`src/rtl/floating_alu_pkg.sv`:
```
// Shared types and constants for the single-precision add/sub unit.
// Imported by the top and its datapath helpers.
package floating_alu_pkg;

    typedef enum logic [2:0] {
        IDLE,
        ALIGN,
        ADDSUB,
        NORM,
        ROUND,
        DONE
    } state_t;

    localparam int EXP_W  = 8;
    localparam int FRAC_W = 23;
    localparam int BIAS   = 127;

    localparam logic [31:0] QNAN    = 32'h7FC00000;
    localparam logic [31:0] POS_INF = 32'h7F800000;

    localparam logic [2:0] OP_ADD = 3'd0;
    localparam logic [2:0] OP_SUB = 3'd1;

    // Aligned operands handed from ALIGN to ADDSUB.
    typedef struct packed {
        logic        sign;
        logic        effsub;
        logic [9:0]  exp;
        logic [26:0] big;
        logic [26:0] sml;
    } align_t;

endpackage

```
`src/rtl/floating_alu_lzc.sv`:
```
// 27-bit leading-zero counter; an all-zero input yields 27.
// Single-cycle priority encoder used by normalization.
module fp_lzc (
    input  logic [26:0] val,
    output logic [4:0]  cnt
);

    always_comb begin
        cnt = 5'd27;
        for (int i = 0; i < 27; i++)
            if (val[i]) cnt = 5'(26 - i);
    end

endmodule

```
`src/rtl/floating_alu.sv`:
```
// Multi-cycle IEEE-754 single add/sub with start/done handshake.
// Flush-to-zero inputs, round to nearest even.
module floating_alu
    import floating_alu_pkg::*;
(
    input  logic        clk,
    input  logic        reset,
    input  logic        start,
    input  logic [31:0] inp1,
    input  logic [31:0] inp2,
    input  logic [2:0]  opt,
    output logic [31:0] out,
    output logic        done
);

    state_t state, next;

    logic [31:0] a_q, b_q;
    logic        sub_q;
    logic        spec_q;
    logic [31:0] sval_q;
    align_t      al_q;
    logic [27:0] sum_q;
    logic [26:0] nrm_q;
    logic        zero_q;
    logic signed [9:0] e_q;
    logic [31:0] res_q;

    logic unused_opt;
    assign unused_opt = ^opt[2:1];

    always_ff @(posedge clk) begin
        if (reset) state <= IDLE;
        else       state <= next;
    end

    always_comb begin
        next = state;
        unique case (state)
            IDLE:    if (start) next = ALIGN;
            ALIGN:   next = ADDSUB;
            ADDSUB:  next = NORM;
            NORM:    next = ROUND;
            ROUND:   next = DONE;
            DONE:    next = IDLE;
            default: next = IDLE;
        endcase
    end

    // Unpack with flush-to-zero: exponent 0 drops the hidden bit.
    logic        sa, sb;
    logic [7:0]  ea, eb, eh, el, diff;
    logic [23:0] ma, mb, mh, ml;
    logic        nan_a, nan_b, inf_a, inf_b, a_ge;
    logic [50:0] ext;
    logic [26:0] sml;
    logic        spec;
    logic [31:0] sval;

    assign sa    = a_q[31];
    assign sb    = b_q[31] ^ sub_q;
    assign ea    = a_q[30:23];
    assign eb    = b_q[30:23];
    assign ma    = (ea == 8'd0) ? 24'd0 : {1'b1, a_q[22:0]};
    assign mb    = (eb == 8'd0) ? 24'd0 : {1'b1, b_q[22:0]};
    assign nan_a = (ea == 8'hFF) && (a_q[22:0] != 23'd0);
    assign nan_b = (eb == 8'hFF) && (b_q[22:0] != 23'd0);
    assign inf_a = (ea == 8'hFF) && (a_q[22:0] == 23'd0);
    assign inf_b = (eb == 8'hFF) && (b_q[22:0] == 23'd0);
    assign a_ge  = {ea, ma} >= {eb, mb};
    assign eh    = a_ge ? ea : eb;
    assign el    = a_ge ? eb : ea;
    assign mh    = a_ge ? ma : mb;
    assign ml    = a_ge ? mb : ma;
    assign diff  = eh - el;
    assign ext   = {ml, 27'd0} >> diff;
    assign sml   = (diff >= 8'd26) ? {26'd0, |ml}
                                   : {ext[50:25], |ext[24:0]};

    always_comb begin
        spec = 1'b1;
        sval = QNAN;
        if (nan_a || nan_b)
            sval = QNAN;
        else if (inf_a && inf_b)
            sval = (sa == sb) ? {sa, POS_INF[30:0]} : QNAN;
        else if (inf_a)
            sval = {sa, POS_INF[30:0]};
        else if (inf_b)
            sval = {sb, POS_INF[30:0]};
        else if (ea == 8'd0 && eb == 8'd0)
            sval = {sa & sb, 31'd0};
        else
            spec = 1'b0;
    end

    logic [4:0] lz;

    fp_lzc u_lzc (
        .val (sum_q[26:0]),
        .cnt (lz)
    );

    // Round to nearest even on guard/round/sticky.
    logic [23:0] m;
    logic        inc;
    logic [24:0] m25;
    logic [22:0] mf;
    logic signed [9:0] er;
    logic [31:0] rres;

    assign m   = nrm_q[26:3];
    assign inc = nrm_q[2] & (nrm_q[1] | nrm_q[0] | m[0]);
    assign m25 = {1'b0, m} + {24'd0, inc};
    assign mf  = m25[24] ? m25[23:1] : m25[22:0];
    assign er  = m25[24] ? e_q + 10'sd1 : e_q;

    always_comb begin
        if (spec_q)
            rres = sval_q;
        else if (zero_q)
            rres = 32'h0;
        else if (er >= 10'sd255)
            rres = {al_q.sign, POS_INF[30:0]};
        else if (er < 10'sd1)
            rres = {al_q.sign, 31'd0};
        else
            rres = {al_q.sign, er[7:0], mf};
    end

    always_ff @(posedge clk) begin
        unique case (state)
            IDLE: if (start) begin
                a_q   <= inp1;
                b_q   <= inp2;
                sub_q <= (opt[0] == OP_SUB[0]);
            end
            ALIGN: begin
                spec_q      <= spec;
                sval_q      <= sval;
                al_q.sign   <= a_ge ? sa : sb;
                al_q.effsub <= sa ^ sb;
                al_q.exp    <= {2'b00, eh};
                al_q.big    <= {mh, 3'b000};
                al_q.sml    <= sml;
            end
            ADDSUB:
                sum_q <= al_q.effsub ? {1'b0, al_q.big} - {1'b0, al_q.sml}
                                     : {1'b0, al_q.big} + {1'b0, al_q.sml};
            NORM: begin
                if (sum_q[27]) begin
                    nrm_q  <= {sum_q[27:2], sum_q[1] | sum_q[0]};
                    e_q    <= $signed(al_q.exp) + 10'sd1;
                    zero_q <= 1'b0;
                end else begin
                    nrm_q  <= sum_q[26:0] << lz;
                    e_q    <= $signed(al_q.exp) - $signed({5'd0, lz});
                    zero_q <= (sum_q == 28'd0);
                end
            end
            ROUND:   res_q <= rres;
            default: ;
        endcase
    end

    always_ff @(posedge clk) begin
        if (reset) begin
            out  <= 32'h0;
            done <= 1'b0;
        end else begin
            done <= (state == DONE);
            if (state == DONE) out <= res_q;
        end
    end

endmodule

```
`config.mk`:
```
export PLATFORM = sky130hd
export DESIGN_NAME = floating_alu
export DESIGN_NICKNAME = d
export VERILOG_FILES = /design/src/rtl/floating_alu_pkg.sv /design/src/rtl/floating_alu_lzc.sv /design/src/rtl/floating_alu.sv
export SDC_FILE = /design/constraint.sdc
export NUM_CORES = 1
export LEC_CHECK = 0
export BUFFER_PORTS_ARGS = -buffer_cell sky130_fd_sc_hd__buf_2
export CAP_MARGIN = 30
export CELL_PAD_IN_SITES_DETAIL_PLACEMENT = 0
export CELL_PAD_IN_SITES_GLOBAL_PLACEMENT = 2
export CORE_MARGIN = 2
export CORE_UTILIZATION = 44
export CTS_BUF_LIST = sky130_fd_sc_hd__clkbuf_4 sky130_fd_sc_hd__clkbuf_8
export DETAILED_ROUTE_END_ITERATION = 10
export PLACE_DENSITY_LB_ADDON = 0.15
export SYNTH_ARGS = -nofsm -noshare
export SYNTH_HDL_FRONTEND = slang
export SYNTH_SLANG_ARGS = --single-unit
```
`constraint.sdc`:
```
create_clock -name clk -period 27.1 [get_ports clk]
set_clock_uncertainty 0.2 [all_clocks]
set_input_delay 5.42 -clock clk [delete_from_list [all_inputs] [get_ports clk]]
set_output_delay 5.42 -clock clk [all_outputs]
set_load 0.01 [all_outputs]
```
==> out/metrics.yaml, run 1 <==
timing:
  tightest_slew_ns: 1.01
  setup_slack_ns: 19.00
  hold_slack_ns: 0.249
  finalCriticalPeriod_ns: 8.10
  drv_slew: 0
  min_period_over_period_pct: 29.9
  setup_violations: 0
  finalSetupTns_ns: 0
  final-hold-violation-count: 0
  rsz0062_at_grt: "false"
  clock.fmax_ghz: 0.123
  maxSlewHeadroom_pct: 32.0
final_layout:
  antenna_cells: 0
  instances_no_fill: 2532
  fillers: 3838
  nets: 2135
  drive_gt1_share_pct: 14.1
  area_growth_pct: 11.0
  design_area_um2: 19900
  utilization_pct: 49.7
power_and_ir_drop:
  power_density_nw_per_um2: 71.4
  ir_drop_mv: 0.0395
  total_power_mw: 1.42
  p_leak_nw: 7.65
global_route:
  antenna_found_initial: 0
  grt_max_degree: 89
  grt_pass1_wl_mm: 79.3
  grt_use_met1_pct: 30.4
  use_met3_pct: 3.67
  busiest_layer: "met2"
  grt_overflow: 0
  track_usage_pct: 24.2
  grt_pass1_vias: 14300
  use_met2_pct: 41.5
synthesis:
  ys.flop_type: "edfxtp_1"
  ys_types: 88
  synth_fp_nets: 2065
  synthCells: 1901
  synth_top_area_share_pct: 38.2
  syn_area_um2: 17900
  syn_avg_cell_area_um2: 9.43
  synth-warning-count: 0
  seq_area_frac_synth_pct: 42.2
  synthArstFlopShare_pct: 0
  synth_top_area_cell: "edfxtp_1"
  synth_area_leaders: "edfxtp_1 (38%), ha_1 (6.4%), nand2_1 (5.4%)"
  synth-edff-count: 228
  synth_common_cells: "nand2_1 (256), edfxtp_1 (228), a21oi_1 (142)"
  ys_ff_latch: 264
  yosys.cell_count.top_type: "nand2_1"
placement:
  preCtsSetupSlack_ns: 19.17
  dp_hpwl_mm: 39.1
  dpl_cell_area_um2: 18900
  place.gp.congestion: 0.929
  dp.cells: 2446
  portBuffers: 100
detailed_routing:
  drt_iter0_markers: 1143
  postRouteAntennaNets: 0
  wire_per_inst_um: 20.3
  firstDrtPassIters: 5
  num_vias: 14900
  wl_mm: 51.3
  via_per_inst: 5.90
  drc: 0
setup_path:
  crit_family: "simple AND/OR/NAND/NOR gates"
  critical_path.slowest_cell: "xor2_1"
  crit_path_cell_trace: "nor4_2 -> nand2_1 -> nand2_1 -> inv_1 -> ha_1 -> a21oi_1 -> o21ai_1 -> a221o_1 -> nor4b_2 -> o21ai_4 -> mux2i_1 -> ha_2 -> a21oi_1 -> xor2_1 -> mux2_2 -> mux2i_1 -> o21ai_0 -> nand2_1 -> o21ai_0 -> nor4_1 -> a21oi_1 -> a41oi_1"
  cp.arrival_ns: 8.22
  worstSetupEndpointType: "flip-flop"
  critPathKind: "flip-flop to flip-flop"
  cp-start-kind: "flip-flop"
  crit_path_max_fanout: 30
  max_stage_delay_ns: 0.70
  cp.buffers_inverters: 1
  required_ns: 27.22
clocking:
  cts_setup_buffers: 0
  cts-root-buf: "clkbuf_8"
  h-tree-depth: 2
  tritoncts: "yes"
  ctsHoldBuffers: 0
  cts.clk_slew.worst_paths_ns: 0.06
  clock_latency_ns: 0.61
  clock-sinks: 264
  ctsResizeCount: 0
  cts_buffers: 48
  clk_path_buf_depth: 3
die:
  row_count: 73
  die_h_um: 206
  io_pins: 103
  start_util_pct: 44.8
  die_area_um2: 42400
  core_area_um2: 40000
  die_w_um: 206
status:
  status: "completed"
job:
  drv_cap: 0
worst_hold_path:
  min_path_type: "flip-flop to flip-flop"
state kept, by name (all words and copies together) (netlist names), 3 cells and up:
signal,count
a_q,32
e_q,10
nrm_q,27
state,3
al_q,61
sval_q,3
out,32
b_q,32
sum_q,28
res_q,32
cells in the final DEF, fill, tap and decap left out, types with 14 or more instances in the layout:
master and instances:
xor2_1 27, dfxtp_1 36, mux2i_1 48, nand4_1 17
buf_2 100, nor2_1 132, a31oi_1 33, edfxtp_1 228
nand2_1 256, a21oi_1 142, buf_4 22, mux4_2 32
nor3_1 46, a21o_1 14, xnor2_1 42, a211oi_1 39
nand3_1 58, and3_1 17, nor4_1 25, nand2b_1 19
inv_1 123, o211ai_1 14, clkbuf_8 49, o21ai_0 121
ha_1 91
power by group:
| group | switching [mW] | internal [mW] |
|---|---|---|
| Clock | 0.172 | 0.216 |
| Sequential | 0.0331 | 0.489 |
| Combinational | 0.324 | 0.188 |
per-layer routing:
| layer | part of all wire [%] | vias to the layer above |
|---|---|---|
| met5 | 0 | - |
| met4 | 4.4 | 0 |
| met3 | 5.0 | 129 |
| met2 | 49 | 467 |
| met1 | 42 | 7136 |
| li1 | - | 7200 |
worst register-to-register path, cell delays in order (launching register included):
cell and delay (ns):
edfxtp_1 0.50, nor4_2 0.45, nand2_1 0.61, nand2_1 0.50, inv_1 0.11, ha_1 0.32, a21oi_1 0.13, o21ai_1 0.08
a221o_1 0.46, nor4b_2 0.56, o21ai_4 0.25, mux2i_1 0.35, ha_2 0.28, a21oi_1 0.06, xor2_1 0.70, mux2_2 0.70
mux2i_1 0.18, o21ai_0 0.58, nand2_1 0.14, o21ai_0 0.19, nor4_1 0.07, a21oi_1 0.21, a41oi_1 0.16
kinds of logic (layout without fill, tap and decap cells):
logic type / after synthesis / count (layout) / share of synthesized area (%)
simple gates: 648 / 648 / 17.2
compound gates: 501 / 501 / 17.9
flops: 264 / 264 / 42.2
buf+inv: 230 / 336 / 4.98
fa+ha+maj: 94 / 94 / 6.64
mux: 94 / 94 / 7.61
xor+xnor: 70 / 70 / 3.42
cell type report:
class,instances,area (µm²),area share [%]
clock buffer,60,757,3.80
clock inverter,26,235,1.18
inverter,126,473,2.38
multi-input combinational,1407,9500,47.7
sequential,264,7570,38.0
tap,525,657,3.30
timing repair buffer,124,708,3.56
worst paths after layout:
check | startpoint | end | slack (ns) | depth (start not counted)
worst max-delay path | a_q[23] | al_q[0] | 19.00 | 22
worst min-delay path | out[30] | out[30] | 0.25 | 2
worst max register to register | a_q[23] | al_q[0] | 19.00 | 22
worst min register to register | out[30] | out[30] | 0.25 | 2
No activity file was read; power rests on OpenSTA's default activity.
==> run 2: changes to the inputs <==
CORE_UTILIZATION = 41   (was 44)
clock period = 8.4 ns   (was 27.1 ns; I/O delays follow)
==> out/metrics.yaml, run 2 (synthesized netlist as in run 1, its figures left out) <==
detailed_routing:
  wire_per_inst_um: 20.4
  num_vias: 14900
  drt_iter0_markers: 1179
  drc: 0
  postRouteAntennaNets: 0
  firstDrtPassIters: 5
  wl_mm: 53.2
  via_per_inst: 5.72
final_layout:
  nets: 2142
  antenna_cells: 0
  final_common_cell: "nand2_1"
  largest_reg_flops: 61
  drive_gt1_share_pct: 14.3
  area_growth_pct: 11.7
  mostFrequentLayoutCells: "nand2_1 (256), edfxtp_1 (228), a21oi_1 (142)"
  design_area_um2: 20000
  top_register: "al_q"
global_route:
  grt_pass1_wl_mm: 81.3
  antenna_found_initial: 0
  grt_overflow: 0
  track_usage_pct: 23.4
  grt_pass1_vias: 14200
  grt_max_degree: 85
setup_path:
  critPathKind: "flip-flop to flip-flop"
  cp-start-kind: "flip-flop"
  crit_path_cell_trace: "nor4_2 -> nand2_1 -> nand2_1 -> inv_1 -> ha_1 -> a41oi_1 -> o21ai_0 -> a21oi_1 -> nor4b_2 -> o21ai_4 -> mux2i_1 -> ha_2 -> buf_4 -> nand2_1 -> o21ai_0 -> mux4_2 -> o221ai_1 -> nand3_1 -> o21ai_0 -> nor4_1 -> a21oi_1 -> a41oi_1"
  critical_path.slowest_cell: "ha_2"
  required_ns: 8.54
  crit_path_max_fanout: 39
  max_stage_delay_ns: 0.58
  rr_worst_depth: 22
  cp.arrival_ns: 7.48
  worstSetupEndpointType: "flip-flop"
clocking:
  ctsResizeCount: 0
  h-tree-depth: 2
  clock-sinks: 264
  cts-root-buf: "clkbuf_8"
  clk_path_buf_depth: 3
  ctsHoldBuffers: 0
  cts_buffers: 47
  cts.clk_slew.worst_paths_ns: 0.06
  cts_setup_buffers: 0
  tritoncts: "yes"
  clock_latency_ns: 0.66
power_and_ir_drop:
  power_density_nw_per_um2: 232
  switching_power_mw: 1.76
  internal-power_mw: 2.90
  p_leak_nw: 7.69
  p_clk_share_pct: 27.4
  total_power_mw: 4.66
  switching_share_pct: 37.8
  seqPwrFrac_pct: 36.0
  power_frac_comb_pct: 36.7
  ir_drop_mv: 0.125
placement:
  preCtsSetupSlack_ns: 1.14
  dp_hpwl_mm: 40.6
  place.gp.congestion: 0.917
  dpl_cell_area_um2: 19000
  portBuffers: 100
timing:
  finalCriticalPeriod_ns: 7.34
  min_period_over_period_pct: 87.4
  tightest_slew_ns: 0.934
  maxSlewHeadroom_pct: 36.9
  clock.fmax_ghz: 0.136
  finalSetupTns_ns: 0
  final-hold-violation-count: 0
  setup_slack_ns: 1.06
  setup_violations: 0
  drv_slew: 0
  rsz0062_at_grt: "false"
die:
  io_pins: 103
  die_w_um: 213
  start_util_pct: 41.6
  core_area_um2: 43100
  row_count: 76
  die_h_um: 213
  die_area_um2: 45400
worst_hold_path:
  hold_path_depth: 2
  min_path_type: "flip-flop to flip-flop"
status:
  status: "completed"
job:
  drv_cap: 0
-- run 2: final timing paths --
path           start       to  slack, ns
min reg2reg  out[18]  out[18]       0.25
max reg2reg  a_q[23]  al_q[0]       1.06
min          out[18]  out[18]       0.25
max          a_q[23]  al_q[0]       1.06
-- run 2: power groups by stage --
stage                     Combinational, mW  Clock [mW]  Sequential, mW
after floorplan                        1.22           0            1.66
final                                  1.71        1.27            1.68
after detailed placement               1.69           0            1.70
after global routing                   1.86        1.37            1.69
after global placement                 1.69           0            1.70
after CTS                              1.70        1.32            1.67
-- run 2: routing by layer --
metal | wire [µm] | share of wire [%] | GRT usage, %
met1 | 22200 | 42 | 29.3
met2 | 26600 | 50 | 40.8
met5 | 0 | 0 | 0
met4 | 2070 | 3.9 | 10.1
met3 | 2300 | 4.3 | 2.84
-- run 2: layout make-up --
type | count | area [µm²]
multi-input cells | 1407 | 9520
flip-flops and latches | 264 | 7570
well taps | 585 | 732
inverters | 126 | 473
fillers | 4147 | 23000
repair buffers | 132 | 748
clock buffers | 61 | 752
clock inverters | 27 | 245
-- run 2: worst max-delay path, delay by kind of cell, from the launching register on --
| family | cells | cell delay, ns |
|---|---|---|
| simple gates | 7 | 2.15 |
| compound gates | 9 | 1.89 |
| fa+ha+maj | 2 | 0.92 |
| mux | 2 | 0.90 |
| buf+inv | 2 | 0.49 |
| flops | 1 | 0.48 |
-- run 2: stage by stage --
step                utilization (%)  hold slack, ns  cells
floorplan                         -           0.271   1901
finish                         46.5           0.249   2602
global placement               44.2           0.239   2513
detailed placement             44.2           0.244   2514
CTS                            46.5           0.252   2602
global route                   46.5           0.264   2602
